**src/rtl/score_display_pkg.sv**
```systemverilog
// Shared types and constants for the score-to-7-segment display driver.
package score_display_pkg;

    typedef enum logic [1:0] {
        StIdle,
        StShift,
        StCommit
    } state_e;

    // Segment patterns are active-high, bit order {g,f,e,d,c,b,a}.
    localparam logic [6:0] SEG_BLANK = 7'h00;
    localparam logic [6:0] SEG_DASH  = 7'h40;

    // Decimal glyph table; anything above 9 renders as blank.
    function automatic logic [6:0] seg_glyph(input logic [3:0] digit);
        logic [6:0] seg;
        case (digit)
            4'd0:    seg = 7'h3f;
            4'd1:    seg = 7'h06;
            4'd2:    seg = 7'h5b;
            4'd3:    seg = 7'h4f;
            4'd4:    seg = 7'h66;
            4'd5:    seg = 7'h6d;
            4'd6:    seg = 7'h7d;
            4'd7:    seg = 7'h07;
            4'd8:    seg = 7'h7f;
            4'd9:    seg = 7'h6f;
            default: seg = SEG_BLANK;
        endcase
        return seg;
    endfunction

    // 10**n, used to derive the overflow threshold at elaboration time.
    function automatic longint unsigned pow10(input int unsigned n);
        longint unsigned r;
        r = 1;
        for (int unsigned k = 0; k < n; k++) begin
            r = r * 10;
        end
        return r;
    endfunction

endpackage

```
**src/rtl/seg7_encode.sv**
```systemverilog
// Combinational digit-to-segment encoder; dash overrides blank, blank overrides glyph.
module seg7_encode
    import score_display_pkg::*;
(
    input  logic [3:0] digit_i,
    input  logic       blank_i,
    input  logic       dash_i,
    output logic [6:0] seg_o
);

    // Select dash, blank or the decimal glyph.
    always_comb begin
        if (dash_i) begin
            seg_o = SEG_DASH;
        end else if (blank_i) begin
            seg_o = SEG_BLANK;
        end else begin
            seg_o = seg_glyph(digit_i);
        end
    end

endmodule

```
**src/rtl/score_bcd_display.sv**
```systemverilog
// Binary score to packed BCD (serial double-dabble) with registered 7-segment outputs.
module score_bcd_display
    import score_display_pkg::*;
#(
    parameter int unsigned DATA_W        = 8,
    parameter int unsigned NUM_DIGITS    = 3,
    parameter int unsigned BLANK_LEADING = 1,
    parameter int unsigned ACTIVE_LOW    = 1
) (
    input  logic                    Clock,
    input  logic                    reset,
    input  logic                    load,
    input  logic [DATA_W-1:0]       data_in,
    output logic                    ready,
    output logic                    done,
    output logic                    overflow,
    output logic [4*NUM_DIGITS-1:0] bcd_out,
    output logic [7*NUM_DIGITS-1:0] hex_out
);

    localparam int unsigned ACC_W = 4 * NUM_DIGITS;
    localparam int unsigned HEX_W = 7 * NUM_DIGITS;
    localparam int unsigned THR_W = ((DATA_W > ACC_W) ? DATA_W : ACC_W) + 1;
    localparam int unsigned CNT_W = $clog2(DATA_W + 1);
    localparam logic [THR_W-1:0] OVF_THR = THR_W'(pow10(NUM_DIGITS));

    state_e              state_q, state_d;
    logic [DATA_W-1:0]   shreg_q, shreg_d;
    logic [ACC_W-1:0]    acc_q, acc_d;
    logic [CNT_W-1:0]    cnt_q, cnt_d;
    logic                ovf_pend_q, ovf_pend_d;
    logic [ACC_W-1:0]    bcd_q, bcd_d;
    logic                ovf_q, ovf_d;
    logic [HEX_W-1:0]    hex_q, hex_d;
    logic                ready_q, ready_d;
    logic                done_q, done_d;

    logic [ACC_W-1:0]        acc_adj;
    logic [ACC_W+DATA_W-1:0] shifted;
    logic [NUM_DIGITS-1:0]   blank_d;
    logic [HEX_W-1:0]        seg_act;
    logic [HEX_W-1:0]        hex_rst;
    logic                    lead;

    // Conversion FSM next state: add-3 correction then shift {acc,shreg} left by one.
    always_comb begin
        state_d    = state_q;
        shreg_d    = shreg_q;
        acc_d      = acc_q;
        cnt_d      = cnt_q;
        ovf_pend_d = ovf_pend_q;
        bcd_d      = bcd_q;
        ovf_d      = ovf_q;
        done_d     = 1'b0;
        // Ready drops one edge after the accept and returns on the commit edge.
        ready_d    = (state_q != StShift);

        acc_adj = acc_q;
        for (int unsigned i = 0; i < NUM_DIGITS; i++) begin
            if (acc_q[4*i +: 4] >= 4'd5) begin
                acc_adj[4*i +: 4] = acc_q[4*i +: 4] + 4'd3;
            end
        end
        shifted = {acc_adj, shreg_q} << 1;

        unique case (state_q)
            StIdle: begin
                if (load && ready_q) begin
                    state_d    = StShift;
                    shreg_d    = data_in;
                    acc_d      = '0;
                    cnt_d      = CNT_W'(DATA_W);
                    ovf_pend_d = (THR_W'(data_in) >= OVF_THR);
                end
            end
            StShift: begin
                acc_d   = shifted[ACC_W+DATA_W-1:DATA_W];
                shreg_d = shifted[DATA_W-1:0];
                cnt_d   = cnt_q - CNT_W'(1);
                if (cnt_q == CNT_W'(1)) begin
                    state_d = StCommit;
                end
            end
            StCommit: begin
                bcd_d   = ovf_pend_q ? {NUM_DIGITS{4'h9}} : acc_q;
                ovf_d   = ovf_pend_q;
                done_d  = 1'b1;
                state_d = StIdle;
            end
            default: state_d = StIdle;
        endcase
    end

    // Leading-zero detection from the most significant digit downward.
    always_comb begin
        lead    = 1'b1;
        blank_d = '0;
        for (int i = int'(NUM_DIGITS) - 1; i >= 0; i--) begin
            lead       = lead && (bcd_d[4*i +: 4] == 4'd0);
            blank_d[i] = (BLANK_LEADING != 0) && (i != 0) && lead;
        end
    end

    genvar g;
    for (g = 0; g < NUM_DIGITS; g++) begin : g_digit
        seg7_encode u_enc (
            .digit_i (bcd_d[4*g +: 4]),
            .blank_i (blank_d[g]),
            .dash_i  (ovf_d),
            .seg_o   (seg_act[7*g +: 7])
        );
        // Reset image: "0" on the units digit, zero or blank above it.
        if (g == 0 || BLANK_LEADING == 0) begin : g_zero
            assign hex_rst[7*g +: 7] = (ACTIVE_LOW != 0) ? ~seg_glyph(4'd0) : seg_glyph(4'd0);
        end else begin : g_blank
            assign hex_rst[7*g +: 7] = (ACTIVE_LOW != 0) ? ~SEG_BLANK : SEG_BLANK;
        end
    end

    // Output polarity applied ahead of the hex register.
    always_comb begin
        hex_d = (ACTIVE_LOW != 0) ? ~seg_act : seg_act;
    end

    // State and output registers with synchronous reset.
    always_ff @(posedge Clock) begin
        if (reset) begin
            state_q    <= StIdle;
            shreg_q    <= '0;
            acc_q      <= '0;
            cnt_q      <= '0;
            ovf_pend_q <= 1'b0;
            bcd_q      <= '0;
            ovf_q      <= 1'b0;
            hex_q      <= hex_rst;
            ready_q    <= 1'b1;
            done_q     <= 1'b0;
        end else begin
            state_q    <= state_d;
            shreg_q    <= shreg_d;
            acc_q      <= acc_d;
            cnt_q      <= cnt_d;
            ovf_pend_q <= ovf_pend_d;
            bcd_q      <= bcd_d;
            ovf_q      <= ovf_d;
            hex_q      <= hex_d;
            ready_q    <= ready_d;
            done_q     <= done_d;
        end
    end

    assign ready    = ready_q;
    assign done     = done_q;
    assign overflow = ovf_q;
    assign bcd_out  = bcd_q;
    assign hex_out  = hex_q;

endmodule

```
**config.mk**
```make
export PLATFORM = sky130hd
export DESIGN_NAME = score_bcd_display
export DESIGN_NICKNAME = d
export VERILOG_FILES = /design/src/rtl/score_display_pkg.sv /design/src/rtl/seg7_encode.sv /design/src/rtl/score_bcd_display.sv
export SDC_FILE = /design/constraint.sdc
export NUM_CORES = 1
export LEC_CHECK = 0
export ABC_AREA = 1
export CAP_MARGIN = 20
export CORE_ASPECT_RATIO = 0.8
export CORE_MARGIN = 3
export CORE_UTILIZATION = 58
export DETAILED_ROUTE_END_ITERATION = 10
export GPL_TIMING_DRIVEN = 0
export PLACE_DENSITY = 0.85
export SYNTH_ARGS = -nofsm -noshare
export SYNTH_HDL_FRONTEND = slang
export SYNTH_SLANG_ARGS = --single-unit
```
**constraint.sdc**
```tcl
create_clock -name Clock -period 3.19 [get_ports Clock]
set_input_delay 0.638 -clock Clock [delete_from_list [all_inputs] [get_ports Clock]]
set_output_delay 0.638 -clock Clock [all_outputs]
set_load 0.005 [all_outputs]
```
==> results.toml <==
[floorplan]
io_pins = 47
coreArea_mm2 = 0.00482
chipHeight_um = 70.9
die-area_mm2 = 0.00617
dieWidth_um = 87.1
rows = 22
start_util = 0.634

[critical_path]
r2r_end = "hex_out[17]"
required_ns = 3.42
arrival_ns = 2.37
cp-end-kind = "flip-flop"
cp-start-kind = "flip-flop"
rr_worst_depth = 10
cp_max_fo = 10
reg2reg_setup_slack_ns = 1.05
slowest_stage = "dfxtp_1"
path_delay_family = "simple AND/OR/NAND/NOR gates"
crit_buf_inv = 3
reg2reg_from = "state_q[0]"
cp_slowest_stage_delay_ns = 0.45
crit_top_cell = "nand2_1"
crit_type = "flip-flop to flip-flop"
worstPathCellList = "inv_4 -> nand2_8 -> buf_4 -> nand2_1 -> o21ai_1 -> inv_1 -> ha_1 -> or2_2 -> nand3_1 -> nand2_1"

[layout]
final_common_cell = "nand2_1"
layout-drive-gt1-share = 0.108
diodes = 0
syn2layout_area_growth_pct = 23.3
layout.nets = 498
layout_common_cells = "117 x nand2_1, 62 x dfxtp_1, 47 x nand3_1, 45 x clkdlybuf4s50_1, 38 x nor2_1"
num-fill-cells = 358

[power]
power.total_mw = 1.66
p_sw_mw = 0.416
comb_power_share = 0.119
power_frac_seq = 0.495
power.density_mw_per_mm2 = 442
worst_ir_drop_vdd_mv = 0.331
switching_share = 0.250
power.internal_mw = 1.25
p_leak_nw = 1.63
clkPwrFrac = 0.386

[timing]
fin_skew_ns = 0.00724
relSlewSlack = 0.645
max_freq_ghz = 0.467
period_needed_ns = 2.14
slew_viol_final = 0
worst_pin_slew_ns = 0.532
finalCritPeriodShare = 0.671
rsz0062_at_grt = "no"
setup_viol = 0
setup_tns_ns = 0
hold_violations = 0

[global_routing]
grt_overflow_total = 0
antenna_found_initial = 0
grt_first_pass_wirelength_um = 12400
grt_pass1_vias = 2822
track_usage = 0.253
grt_max_degree = 11

[synth]
ys_ff_latch = 62
synth.distinct_cells = 35
synth.top_cells.by_area = "dfxtp_1 41%, nand2_1 14%, ha_1 7.8%"
syn_inst = 412
yosys.area.top_type = "dfxtp_1"
synth_area_mm2 = 0.00305
avgSynthCellArea_um2 = 7.41
synth_top_area_share = 0.407
ys_seq_area_frac = 0.407
synth_warnings = 0
syn_nets = 442

[detailed_routing]
viasPerCell = 5.44
wl_per_cell_um = 13.6
drt_iter0_markers = 179
totalWireLength_um = 7220
drt-pass1-iter-count = 6
drc = 0
via_count = 2894
drtAntennaViolNets = 0

[place]
io_buffer_count = 45
dp_hpwl_um = 5230
globalplace.congestion = 0.884

[job]
maxCapViolations = 0

[clock_network]
ctsResizeCount = 0
clock-sinks = 62
clk_latency_ns = 0.34
cts_tree = "done"
cts_hold_buf = 0
cts_setup_buffers = 0
path_clk_slew_ns = 0.06
cts.htree.levels = 3
cts-root-buf = "clkbuf_8"
cts.path.max_buffers = 2
cts_made_buffers = 9

[min_path]
min_from = "shreg_q[0]"
whs_path_depth = 2
hp-class = "flip-flop to flip-flop"
holdPathEnd = "shreg_q[0]"

[run_status]
status = "completed"
## Yosys cell counts (all sizes together)
library cell / instances
clkbuf: 5
nor3: 1
nor2: 41
nand2: 123
o21ai: 22
o31ai: 1
nand3: 49
or2: 5
nand4: 5
o32ai: 1
nor4: 1
inv: 39
clkinv: 1
a21oi: 19
dfxtp: 62
a31oi: 3
ha: 19
a22oi: 6
o211ai: 1
buf: 8
## state kept, by name (all words and copies together) (netlist names)
name      cells
acc_q        12
bcd_out      12
cnt_q         4
done          1
hex_out      21
overflow      1
ready         1
shreg_q       8
state_q       2
## tightest hold or removal path, cell delays in order (launching register included)
cell and delay, ns:
dfxtp_1 0.32, nand2_1 0.06, o21ai_0 0.06
## worst max path at each step
stage / to / slack (ns) / cells past startpoint / startpoint
3_5_place_dp: hex_out[17] / 1.09 / 10 / state_q[0]
5_1_grt: hex_out[10] / 0.91 / 11 / state_q[0]
3_3_place_gp: hex_out[17] / 1.12 / 10 / state_q[0]
6_report: hex_out[17] / 1.05 / 10 / state_q[0]
4_1_cts: hex_out[17] / 1.08 / 10 / state_q[0]
2_1_floorplan: hex_out[17] / 1.29 / 10 / state_q[0]
## final cells by class
| class | instances | area [um^2] | area share |
|---|---|---|---|
| Buffer | 13 | 87.6 | 0.0233 |
| Clock buffer | 15 | 186 | 0.0495 |
| Inverter | 40 | 153 | 0.0406 |
| Multi-Input combinational cell | 297 | 1570 | 0.417 |
| Sequential cell | 62 | 1240 | 0.330 |
| Tap cell | 60 | 75.1 | 0.0199 |
| Timing Repair Buffer | 45 | 450 | 0.120 |
## power by group through the flow
stage	registers, mW	logic (mW)	clock network, mW
floorplan	0.839	0.121	0
global placement	0.840	0.188	0
detailed placement	0.841	0.194	0
CTS	0.824	0.196	0.651
global route	0.828	0.221	0.680
finish	0.824	0.198	0.642
## routing by layer
metal  part of all wire  GRT usage
met4              0.018     0.0920
met5                  0          0
met2               0.48      0.414
met3              0.062     0.0710
met1               0.44      0.318
## stage by stage
stage | instances | util | worst slack (ns) | cell area (um^2) | hold slack, ns
floorplan | 412 | - | 1.29 | 3050 | 0.445
global placement | 517 | 0.743 | 1.12 | 3580 | 0.455
detailed placement | 517 | 0.743 | 1.09 | 3580 | 0.466
CTS | 532 | 0.781 | 1.08 | 3760 | 0.476
global route | 532 | 0.781 | 0.911 | 3760 | 0.482
finish | 532 | 0.781 | 1.05 | 3760 | 0.476
## cells by family after synthesis
group | synth area share
simple gates | 0.328
fa+ha+maj | 0.0779
flops | 0.407
buf+inv | 0.0787
compound gates | 0.109
Power figures use the tool's default switching activity.
